[src/rtl/fp_pkg.sv]
// Shared single-precision adder types: the aligned-operand record handed from
// the alignment stage to the mantissa adder, plus field widths and constants.
package fp_pkg;

    localparam int EXP_W      = 8;
    localparam int FRAC_W     = 23;
    localparam int MANT_EXT_W = 28;

    localparam logic [31:0]      QNAN      = 32'h7FC0_0000;
    localparam logic [EXP_W-1:0] EXP_MAX   = 8'hFF;
    localparam logic [EXP_W-1:0] FAR_SHIFT = 8'd27;

    typedef enum logic [1:0] {
        SPEC_NORMAL = 2'b00,
        SPEC_NAN    = 2'b01,
        SPEC_INF    = 2'b10
    } special_e;

    typedef struct packed {
        logic                  sign;
        logic                  eff_sub;
        logic [EXP_W-1:0]      exp;
        logic [MANT_EXT_W-1:0] ma;
        logic [MANT_EXT_W-1:0] mb;
        special_e              special;
        logic [31:0]           spec_val;
    } fadd_align_t;

    // {0, hidden, frac, guard/round/sticky}; a zero exponent flushes to zero.
    function automatic logic [MANT_EXT_W-1:0] ext_mant(
        input logic [EXP_W-1:0]  e,
        input logic [FRAC_W-1:0] f
    );
        if (e == '0) begin
            ext_mant = '0;
        end else begin
            ext_mant = {1'b0, 1'b1, f, 3'b000};
        end
    endfunction

endpackage

[src/rtl/fp_align_shifter.sv]
// Combinational sticky right-shifter for the smaller operand's extended mantissa.
module fp_align_shifter
    import fp_pkg::*;
(
    input  logic [MANT_EXT_W-1:0] i_mant,
    input  logic [EXP_W-1:0]      i_shift,
    output logic [MANT_EXT_W-1:0] o_mant
);

    logic                  w_far;
    logic [MANT_EXT_W-1:0] w_shifted;
    logic [MANT_EXT_W-1:0] w_lost_mask;
    logic                  w_sticky;

    function automatic logic [MANT_EXT_W-1:0] far_result(input logic [MANT_EXT_W-1:0] m);
        far_result = {{(MANT_EXT_W-1){1'b0}}, |m};
    endfunction

    always_comb begin
        w_far       = (i_shift >= FAR_SHIFT);
        // Below FAR_SHIFT the low five bits carry the full shift amount.
        w_shifted   = i_mant >> i_shift[4:0];
        w_lost_mask = ~({MANT_EXT_W{1'b1}} << i_shift[4:0]);
        w_sticky    = |(i_mant & w_lost_mask);
        if (w_far) begin
            o_mant = far_result(i_mant);
        end else begin
            o_mant = {w_shifted[MANT_EXT_W-1:1], w_shifted[0] | w_sticky};
        end
    end

endmodule

[src/rtl/fadd_align_stage.sv]
// FP add alignment stage: orders operands by magnitude, aligns the smaller
// mantissa with sticky, classifies NaN/Inf, and buffers records in a skid pair.
module fadd_align_stage
    import fp_pkg::*;
(
    input  logic                  clk,
    input  logic                  rst,
    input  logic [31:0]           a,
    input  logic [31:0]           b,
    input  logic                  in_valid,
    output logic                  in_ready,
    output logic                  out_valid,
    input  logic                  out_ready,
    output logic                  out_sign,
    output logic                  out_eff_sub,
    output logic [EXP_W-1:0]      out_exp,
    output logic [MANT_EXT_W-1:0] out_ma,
    output logic [MANT_EXT_W-1:0] out_mb,
    output logic [1:0]            out_special,
    output logic [31:0]           out_spec_val
);

    logic                  w_a_larger;
    logic [31:0]           w_big;
    logic [31:0]           w_small;
    logic [EXP_W-1:0]      w_shift;
    logic [MANT_EXT_W-1:0] w_mb_pre;
    logic [MANT_EXT_W-1:0] w_mb;
    logic                  w_a_inf;
    logic                  w_b_inf;
    logic                  w_a_nan;
    logic                  w_b_nan;
    fadd_align_t           w_rec;

    logic                  w_push;
    logic                  w_pop;
    logic                  w_skid_vld_nxt;

    fadd_align_t           r_out;
    fadd_align_t           r_skid;
    logic                  r_out_vld;
    logic                  r_skid_vld;
    logic                  r_in_ready;

    function automatic logic is_inf(input logic [31:0] x);
        is_inf = (x[30:23] == EXP_MAX) && (x[22:0] == '0);
    endfunction

    function automatic logic is_nan(input logic [31:0] x);
        is_nan = (x[30:23] == EXP_MAX) && (x[22:0] != '0);
    endfunction

    // ---- operand ordering: ties on {exp, frac} keep a as the larger ----
    always_comb begin
        w_a_larger = (a[30:0] >= b[30:0]);
        w_big      = w_a_larger ? a : b;
        w_small    = w_a_larger ? b : a;
        w_shift    = w_big[30:23] - w_small[30:23];
        w_mb_pre   = ext_mant(w_small[30:23], w_small[22:0]);
    end

    fp_align_shifter u_shifter (
        .i_mant  (w_mb_pre),
        .i_shift (w_shift),
        .o_mant  (w_mb)
    );

    // ---- special-value classification and record assembly ----
    always_comb begin
        w_a_inf = is_inf(a);
        w_b_inf = is_inf(b);
        w_a_nan = is_nan(a);
        w_b_nan = is_nan(b);

        w_rec          = '0;
        w_rec.sign     = w_big[31];
        w_rec.eff_sub  = a[31] ^ b[31];
        w_rec.exp      = w_big[30:23];
        w_rec.ma       = ext_mant(w_big[30:23], w_big[22:0]);
        w_rec.mb       = w_mb;
        w_rec.special  = SPEC_NORMAL;
        w_rec.spec_val = '0;

        if (w_a_nan || w_b_nan || (w_a_inf && w_b_inf && (a[31] != b[31]))) begin
            w_rec.special  = SPEC_NAN;
            w_rec.spec_val = QNAN;
        end else if (w_a_inf) begin
            w_rec.special  = SPEC_INF;
            w_rec.spec_val = {a[31], EXP_MAX, {FRAC_W{1'b0}}};
        end else if (w_b_inf) begin
            w_rec.special  = SPEC_INF;
            w_rec.spec_val = {b[31], EXP_MAX, {FRAC_W{1'b0}}};
        end
    end

    // ---- skid buffer handshake ----
    // The skid entry only fills while the output entry is stalled, so
    // "skid occupied" is the same as "both entries occupied".
    always_comb begin
        w_push = in_valid && r_in_ready;
        w_pop  = r_out_vld && out_ready;
        if (!r_out_vld || w_pop) begin
            w_skid_vld_nxt = 1'b0;
        end else begin
            w_skid_vld_nxt = r_skid_vld || w_push;
        end
    end

    always_ff @(posedge clk or posedge rst) begin
        if (rst) begin
            r_out      <= '0;
            r_skid     <= '0;
            r_out_vld  <= 1'b0;
            r_skid_vld <= 1'b0;
            r_in_ready <= 1'b0;
        end else begin
            r_in_ready <= !w_skid_vld_nxt;
            if (!r_out_vld || w_pop) begin
                if (r_skid_vld) begin
                    r_out      <= r_skid;
                    r_out_vld  <= 1'b1;
                    r_skid_vld <= 1'b0;
                end else if (w_push) begin
                    r_out     <= w_rec;
                    r_out_vld <= 1'b1;
                end else begin
                    r_out_vld <= 1'b0;
                end
            end else if (w_push) begin
                r_skid     <= w_rec;
                r_skid_vld <= 1'b1;
            end
        end
    end

    // ---- output stage ----
    always_comb begin
        in_ready     = r_in_ready;
        out_valid    = r_out_vld;
        out_sign     = r_out.sign;
        out_eff_sub  = r_out.eff_sub;
        out_exp      = r_out.exp;
        out_ma       = r_out.ma;
        out_mb       = r_out.mb;
        out_special  = r_out.special;
        out_spec_val = r_out.spec_val;
    end

endmodule
[config.mk]
export PLATFORM = sky130hd
export DESIGN_NAME = fadd_align_stage
export DESIGN_NICKNAME = d
export VERILOG_FILES = /design/src/rtl/fp_pkg.sv /design/src/rtl/fp_align_shifter.sv /design/src/rtl/fadd_align_stage.sv
export SDC_FILE = /design/constraint.sdc
export NUM_CORES = 1
export LEC_CHECK = 0
export BUFFER_PORTS_ARGS = -buffer_cell sky130_fd_sc_hd__buf_2
export CAP_MARGIN = 0
export CORE_MARGIN = 2
export CORE_UTILIZATION = 39
export CTS_CLUSTER_DIAMETER = 120
export DETAILED_ROUTE_END_ITERATION = 7
export GPL_ROUTABILITY_DRIVEN = 0
export PLACE_DENSITY = 0.66
export SLEW_MARGIN = 10
export SYNTH_ARGS = -nofsm -noshare
export SYNTH_HDL_FRONTEND = slang
export SYNTH_SLANG_ARGS = --single-unit
[constraint.sdc]
create_clock -name clk -period 12.7 [get_ports clk]
set_input_delay 2.54 -clock clk [delete_from_list [all_inputs] [get_ports clk]]
set_output_delay 2.54 -clock clk [all_outputs]
set_load 0.03 [all_outputs]
==> metrics.csv, run 1 <==
stage;metric;value;unit
logic_synthesis;synth-seq-cells;133;
route;routed_via_density;5.879;
global_routing;global_route.usage.total;23.56;%
global_routing;first_global_vias;9077;
critical_path;critPathSlowestCell;sky130_fd_sc_hd__a221oi_4;
clocking;clk_latency_worst_skew_pair;0.42;ns
global_routing;grt-ovfl-total;0;
route;dr_total_vias;9601;
final_layout;area_growth_syn_to_layout;12.68;%
power;power.static_leakage;5.326;nW
logic_synthesis;synth.mux.area_fraction;12.94;%
logic_synthesis;synth_area_leader_cell;sky130_fd_sc_hd__dfrtp_1;
clocking;max-clock-path-buffers;2;
clocking;htree_num_levels;4;
placement;place_area;0.01080;mm²
logic_synthesis;postSynth.asyncResetShare;100.0;%
logic_synthesis;synth_most_common_cell;sky130_fd_sc_hd__nand2_1;
clocking;cts.sinks;133;
floorplan;boundaryPins;170;
power;share_clk_of_total_power;29.3;%
clocking;hold_bufs_inserted_after_cts;0;
clocking;cts_repair_resize_count;0;
final_layout;diodes;0;
floorplan;dieHeight;165.2;µm
global_routing;gr-usage-met1;33.06;%
hold_path;worst_hold_path_type;reg2reg;
critical_path;timing.critical_path.cells;buf_2 > inv_1 > ha_1 > buf_4 > nand4_2 > nor4_4 > o21ai_1 > nand2_2 > buf_4 > mux2i_1 > ha_1 > nand2_1 > nand3_1 > a21oi_1 > nand2b_1 > a211o_1 > nand2_1 > nor2_1 > a221oi_4 > nand2_2 > or3_1 > o21ai_0;
critical_path;worstPathArrival;8.79;ns
timing;clock.fmax;118.2;MHz
route;postRouteAntennaNets;0;
route;wl;31420;µm
logic_synthesis;netlist_top_cells_count;sky130_fd_sc_hd__nand2_1, sky130_fd_sc_hd__dfrtp_1, sky130_fd_sc_hd__o21ai_0, sky130_fd_sc_hd__a21oi_1, sky130_fd_sc_hd__mux2i_1;
critical_path;timing.critical_path.buf_inv;4;
logic_synthesis;synth_cells;1215;
critical_path;timing.critical_path.required;13.03;ns
final_layout;multi_input_comb_area;0.006093;mm²
clocking;root_buffer;sky130_fd_sc_hd__clkbuf_16;
critical_path;cp_max_fo;49;
logic_synthesis;synthFlopType;sky130_fd_sc_hd__dfrtp_1;
timing;final_max_slew_viol_count;0;
clocking;tritoncts;done;
logic_synthesis;yosys-top-cells-area;sky130_fd_sc_hd__dfrtp_1, sky130_fd_sc_hd__mux2i_1, sky130_fd_sc_hd__nand2_1;
power;power_frac_seq;32.0;%
global_routing;antenna_found_initial;0;
clocking;numCtsBuffers;17;
timing;grt_setup_unrepaired;no;
power;net-switching-power;0.6956;mW
power;pwr_density_cell;151.9;mW/mm²
timing;worst_skew;0.01306;ns
floorplan;core_region_area;0.02533;mm²
final_layout;number_of_filler_cells_placed_in_the_layout;2496;
logic_synthesis;simple_gate_fraction_of_synth_area;19.43;%
global_routing;grt_start_max_net_pins;103;
placement;port-buffer-count;142;
logic_synthesis;synth_enable_flop_cells;0;
timing;hold_viol_final;0;
logic_synthesis;share_of_the_synthesized_area_in_compound_gates_ao_oa_aoi_oai;22.25;%
critical_path;path_delay_family;simple AND/OR/NAND/NOR gates;
floorplan;std_cell_rows;58;
final_layout;final_design_area_no_fill;0.01142;mm²
timing;timing.slew.headroom;20.11;%
floorplan;die_x;165.2;µm
timing;setup-tns-final;0;ns
final_layout;share_of_layout_cells_above_drive_strength_1;18.73;%
critical_path;crit_type;in2reg;
global_routing;global_route_track_usage_on_met2;35.11;%
logic_synthesis;synth_seq_area_share;32.84;%
clocking;clock_pin_transition_on_the_worst_setup_and_hold_timing_paths;0.06;ns
logic_synthesis;yosysWarnings;0;
power;worst_ir_drop_vdd;0.00009283;V
power;power.internal;1.039;mW
job;maxCapViolCount;0;
logic_synthesis;syn_area;0.01013;mm²
critical_path;slowest_delay;0.67;ns
placement;dp_hpwl;23160;µm
route;wire_per_inst;19.24;µm
route;drt_pre_antenna_iters;5;
logic_synthesis;post_synth_fa_ha_maj_area_fraction;3.951;%
floorplan;die-area;0.02729;mm²
timing;post-route-period-util;66.62;%
timing;finalWorstPathRequiredPeriod;8.461;ns
logic_synthesis;netlist.area_leader.share;32.84;%
logic_synthesis;syn-mean-instance-area;8.340;µm²
route;number_of_drc_violations_after_detailed_routing;0;
final_layout;num-nets-final;1390;
logic_synthesis;synth_top_family_by_area;compound AO/OA/AOI/OAI gates;
critical_path;critical_path.endpoint_type;flop;
global_routing;gr-usage-met3;5.395;%
timing;worstMarginPinSlew;1.195;ns
global_routing;first_pass_grt_wire_length;50190;µm
critical_path;worstSetupStartpointType;primary input;
power;sw_frac_of_total;40.10;%
route;detail_route.iter0.violations;1143;
run_status;outcome;finished clean;
logic_synthesis;ys_types;81;
floorplan;initial_core_util;40.01;%
clocking;cts_setup_buffers;0;
power;combPwrFrac;38.8;%
final_layout;ff_latch_area;0.003332;mm²
global_routing;grt.busiest_layer;met2;
timing;report.final.setup_viol;0;
logic_synthesis;synthXorXnorAreaFrac;0.2593;%
==> kinds of logic after synthesis <==
| group | count (synthesis) |
|---|---|
| other cells | 1 |
| compound gates | 361 |
| xor+xnor | 3 |
| simple gates | 411 |
| fa+ha+maj | 32 |
| mux | 107 |
| flops | 133 |
| buf+inv | 167 |
==> sequential cells by signal, summed over array words and instances (netlist names), 2 cells and up <==
register      count
out_spec_val      2
out_ma           24
out_special       2
out_exp           8
r_skid           65
out_mb           27
==> worst register-to-register path, stage by stage (launching register included) <==
cell,delay (ns)
sky130_fd_sc_hd__dfrtp_4,0.76
sky130_fd_sc_hd__buf_4,0.63
sky130_fd_sc_hd__a21oi_1,0.17
sky130_fd_sc_hd__nor2_1,0.74
sky130_fd_sc_hd__o211ai_1,0.19
sky130_fd_sc_hd__o21a_1,0.16
==> per-layer routing <==
layer	routed length, µm	vias to the layer above	part of all wire (%)
met3	2870	78	9.1
met1	13560	4503	43
li1	-	4544	-
met5	0	-	0
met2	13860	476	44
met4	1134	0	3.6
==> worst paths after layout <==
check,start,end,slack (ns),cells past startpoint
worst max-delay path,b[23],out_mb[14]$_DFFE_PP0P_,4.24,22
worst min register to register,r_skid[39]$_DFFE_PP0P_,r_skid[39]$_DFFE_PP0P_,0.47,2
min in group asynchronous,rst,r_skid[87]$_DFFE_PP0P_,2.24,2
max in group asynchronous,rst,r_skid_vld$_DFFE_PP0P_,9.18,3
worst min-delay path,r_skid[39]$_DFFE_PP0P_,r_skid[39]$_DFFE_PP0P_,0.47,2
worst max register to register,r_skid_vld$_DFFE_PP0P_,out_mb[16]$_DFFE_PP0P_,9.93,5
==> layout by cell type, fill, tap and decap left out, types with 6 or more instances in the layout <==
master                        n
sky130_fd_sc_hd__conb_1      27
sky130_fd_sc_hd__a21oi_1     98
sky130_fd_sc_hd__mux2i_1     77
sky130_fd_sc_hd__or3_1        9
sky130_fd_sc_hd__a221o_1      9
sky130_fd_sc_hd__nand3_1     41
sky130_fd_sc_hd__buf_2      142
sky130_fd_sc_hd__nand2_1    169
sky130_fd_sc_hd__mux4_2      18
sky130_fd_sc_hd__ha_1        32
sky130_fd_sc_hd__o22ai_1     11
sky130_fd_sc_hd__and2_1       7
sky130_fd_sc_hd__nor4_1       9
sky130_fd_sc_hd__o21a_1       8
sky130_fd_sc_hd__o31ai_1     36
sky130_fd_sc_hd__mux2_2      11
sky130_fd_sc_hd__and3_1      17
sky130_fd_sc_hd__dfrtp_1    132
sky130_fd_sc_hd__nand4_1     15
sky130_fd_sc_hd__o21ai_1      8
sky130_fd_sc_hd__o211ai_1    12
sky130_fd_sc_hd__a31oi_1      9
sky130_fd_sc_hd__a211o_1      6
sky130_fd_sc_hd__buf_4       11
sky130_fd_sc_hd__clkbuf_16   17
sky130_fd_sc_hd__o21ai_0    113
sky130_fd_sc_hd__inv_1       42
sky130_fd_sc_hd__nor2_1      63
sky130_fd_sc_hd__nor3_1      41
==> power by group through the flow <==
stage	Sequential (mW)	Clock (mW)	Combinational, mW
finish	0.554	0.507	0.673
global route	0.565	0.537	0.734
CTS	0.556	0.517	0.666
detailed placement	0.563	0	0.663
global placement	0.560	0	0.656
floorplan	0.643	0	0.404
==> cell type report <==
class	count	share of cell area [%]
Multi-Input combinational cell	941	53.36
Sequential cell	133	29.18
Timing Repair Buffer	153	6.947
Clock buffer	18	3.846
Tap cell	330	3.616
Clock inverter	14	1.556
Inverter	44	1.490
==> metrics by stage <==
step	hold WS [ns]	setup slack, ns	util (%)	cells	total power [mW]
after CTS	0.4707	4.320	45.08	1633	1.738
after detailed placement	0.4578	3.895	42.65	1601	1.227
after global placement	0.4515	4.193	42.65	1601	1.216
after global routing	0.4898	3.863	45.08	1633	1.836
final	0.4679	4.239	45.08	1633	1.735
after floorplan	0.4396	5.383	-	1241	1.047
(Power assumes the default switching activity.)
==> run 2, diff against run 1 <==
--- a/config.mk
+++ b/config.mk
@@ -12,7 +12,7 @@
 export CTS_CLUSTER_DIAMETER = 120
 export DETAILED_ROUTE_END_ITERATION = 7
 export GPL_ROUTABILITY_DRIVEN = 0
-export PLACE_DENSITY = 0.66
+export PLACE_DENSITY = 0.68
 export SLEW_MARGIN = 10
 export SYNTH_ARGS = -nofsm -noshare
 export SYNTH_HDL_FRONTEND = slang
==> constraint.sdc (replaced) <==
create_clock -name clk -period 7.7 [get_ports clk]
set_input_delay 1.54 -clock clk [delete_from_list [all_inputs] [get_ports clk]]
set_output_delay 1.54 -clock clk [all_outputs]
set_load 0.03 [all_outputs]
==> run 2 against run 1 <==
  * Die area stayed put
  * Critical endpoint unchanged
  * Total power is 66% higher
  * Worst setup slack worse by 2.7 ns
  * Critical path type unchanged
  * First-iteration DRC count is 5.1% lower
  * Worst hold slack better by 0.0035 ns
==> metrics.csv, run 2 (synthesis gave the netlist of run 1 again) <==
stage;metric;value;unit;change
run_status;outcome;finished clean;;
floorplan;boundaryPins;170;;unchanged
critical_path;worstSetupStartpointType;primary input;;
timing;post-route-period-util;79.91;%;
critical_path;rr_worst_depth;5;;unchanged
route;wire_per_inst;18.99;µm;-1.3%
timing;clock.fmax;162.5;MHz;
timing;hold_viol_final;0;;unchanged
route;wl;31080;µm;-1.1%
critical_path;timing.critical_path.required;8.04;ns;-4.99 ns
placement;port-buffer-count;142;;unchanged
floorplan;std_cell_rows;58;;unchanged
route;drt_pre_antenna_iters;6;;+1
job;maxCapViolCount;0;;unchanged
power;worst_ir_drop_vdd;0.0001551;V;+67%
power;pwr_density_cell;251.6;mW/mm²;+66%
final_layout;num-nets-final;1394;;+0.29%
final_layout;finalCoreUtilization;45.21;%;+0.12 points
clocking;numCtsBuffers;17;;unchanged
critical_path;worstPathArrival;6.49;ns;-2.30 ns
timing;worst_skew;0.01376;ns;+0.0007005 ns
clocking;cts.sinks;133;;unchanged
route;postRouteAntennaNets;0;;unchanged
route;dr_total_vias;9575;;-0.27%
clocking;htree_num_levels;4;;unchanged
floorplan;dieHeight;165.2;µm;unchanged
timing;worstMarginPinSlew;1.003;ns;-0.1922 ns
critical_path;cp_max_fo;18;;-63%
clocking;tritoncts;done;;
timing;report.final.setup_viol;0;;unchanged
clocking;root_buffer;sky130_fd_sc_hd__clkbuf_16;;
timing;final_max_slew_viol_count;0;;unchanged
hold_path;worst_hold_path_type;reg2reg;;
global_routing;grt-ovfl-total;0;;unchanged
final_layout;mostFrequentLayoutCell;sky130_fd_sc_hd__nand2_1;;
floorplan;initial_core_util;40.01;%;unchanged
critical_path;worst_r2r_endpoint;out_mb[13]$_DFFE_PP0P_;;
power;power.static_leakage;5.354;nW;+0.51%
clocking;clk_latency_worst_skew_pair;0.43;ns;about the same
global_routing;global_route.usage.total;22.97;%;-0.58 points
clocking;max-clock-path-buffers;2;;unchanged
hold_path;holdPathEnd;out_ma[26]$_DFFE_PP0P_;;
timing;finalWorstPathRequiredPeriod;6.153;ns;
final_layout;largest_register_ffs;65;;unchanged
global_routing;first_global_vias;8743;;-3.7%
final_layout;final_design_area_no_fill;0.01145;mm²;+0.27%
clocking;cts_repair_resize_count;0;;unchanged
floorplan;die-area;0.02729;mm²;unchanged
timing;setup-tns-final;0;ns;unchanged
final_layout;diodes;0;;unchanged
critical_path;critical_path.endpoint_type;flop;;
route;number_of_drc_violations_after_detailed_routing;0;;unchanged
route;routed_via_density;5.849;;-0.51%
clocking;cts_setup_buffers;0;;unchanged
clocking;hold_bufs_inserted_after_cts;0;;unchanged
clocking;clock_pin_transition_on_the_worst_setup_and_hold_timing_paths;0.05;ns;about the same
final_layout;mostFrequentLayoutCells;sky130_fd_sc_hd__nand2_1, sky130_fd_sc_hd__buf_2, sky130_fd_sc_hd__dfrtp_1;;
critical_path;crit_type;in2reg;;
placement;dp_hpwl;23130;µm;-0.16%
final_layout;share_of_layout_cells_above_drive_strength_1;18.67;%;-0.057 points
global_routing;first_pass_grt_wire_length;48980;µm;-2.4%
critical_path;reg2reg_setup_slack;5.13;ns;-4.80 ns
timing;timing.slew.headroom;33.12;%;+13 points
hold_path;hold_path_startpoint;out_ma[26]$_DFFE_PP0P_;;
final_layout;area_growth_syn_to_layout;12.99;%;
global_routing;antenna_found_initial;0;;unchanged
placement;place_area;0.01083;mm²;+0.28%
final_layout;top_register;r_skid;;
global_routing;grt_start_max_net_pins;104;;+0.97%
floorplan;die_x;165.2;µm;unchanged
critical_path;r2r_start;r_skid_vld$_DFFE_PP0P_;;
route;detail_route.iter0.violations;1085;;-5.1%
floorplan;core_region_area;0.02533;mm²;unchanged
timing;grt_setup_unrepaired;no;;
hold_path;hold_path_stages;2;;unchanged
==> run 2: cell count changes in the layout (fill, tap and decap cells not counted), sizes merged <==
cell,before,now
clkbuf,18,23
buf,153,157
clkinv,7,4
clkinvlp,4,2
bufinv,3,4
inv,44,43
==> run 2: how the worst max path moves through the flow <==
stage | from | end | slack, ns | cells past startpoint
finish | b[13] | out_mb[14]$_DFFE_PP0P_ | 1.55 | 23
global route | b[13] | r_skid[48]$_DFFE_PP0P_ | 1.11 | 23
CTS | b[13] | out_mb[14]$_DFFE_PP0P_ | 1.55 | 23
detailed placement | b[13] | out_mb[14]$_DFFE_PP0P_ | 1.13 | 23
global placement | b[13] | out_mb[14]$_DFFE_PP0P_ | 1.25 | 23
floorplan | b[29] | out_mb[2]$_DFFE_PP0P_ | 1.38 | 23
==> run 2: critical path: stages <==
cell	delay, ns
sky130_fd_sc_hd__buf_2	0.20
sky130_fd_sc_hd__inv_1	0.07
sky130_fd_sc_hd__ha_1	0.31
sky130_fd_sc_hd__nand4_1	0.20
sky130_fd_sc_hd__nor4_2	0.45
sky130_fd_sc_hd__a211o_1	0.22
sky130_fd_sc_hd__o21ai_1	0.06
sky130_fd_sc_hd__buf_4	0.20
sky130_fd_sc_hd__nand2_2	0.10
sky130_fd_sc_hd__mux2i_1	0.20
sky130_fd_sc_hd__ha_1	0.21
sky130_fd_sc_hd__nand2_1	0.08
sky130_fd_sc_hd__nand3_1	0.10
sky130_fd_sc_hd__a21oi_1	0.09
sky130_fd_sc_hd__nand2b_1	0.21
sky130_fd_sc_hd__a211o_1	0.28
sky130_fd_sc_hd__nand2_1	0.07
sky130_fd_sc_hd__buf_4	0.22
sky130_fd_sc_hd__nor2_1	0.10
sky130_fd_sc_hd__a221oi_4	0.68
sky130_fd_sc_hd__nand2_2	0.29
sky130_fd_sc_hd__or3_1	0.45
sky130_fd_sc_hd__o21ai_0	0.14
==> run 2: report_power, final <==
group	internal (mW)	switching [mW]	total [mW]
clock	0.557	0.301	0.858
sequential	0.836	0.0797	0.916
combinational	0.360	0.746	1.11
total	1.75	1.13	2.88
==> run 2: stage by stage <==
step	power [mW]	instances	hold WS [ns]	setup WS (ns)
after global routing	3.046	1637	0.4945	1.111
after detailed placement	2.024	1605	0.4616	1.134
after floorplan	1.727	1241	0.4396	1.383
after global placement	2.010	1605	0.4532	1.246
after CTS	2.888	1637	0.4735	1.549
final	2.880	1637	0.4713	1.547
==> run 2: layer usage <==
layer / share of wire (%) / vias to the layer above / global-route usage (%)
li1: - / 4553 / -
met1: 44 / 4495 / 33.22
met2: 44 / 460 / 34.32
met3: 7.9 / 67 / 4.021
met4: 3.2 / 0 / 8.379
met5: 0 / - / 0
==> run 2: layout make-up <==
type / instances / area (µm²)
Fill cell: 2453 / 13880
Multi-Input combinational cell: 941 / 6093
Sequential cell: 133 / 3332
Timing Repair Buffer: 157 / 823.3
Clock buffer: 23 / 467.9
Tap cell: 330 / 412.9
Inverter: 44 / 170.2
Clock inverter: 9 / 150.1
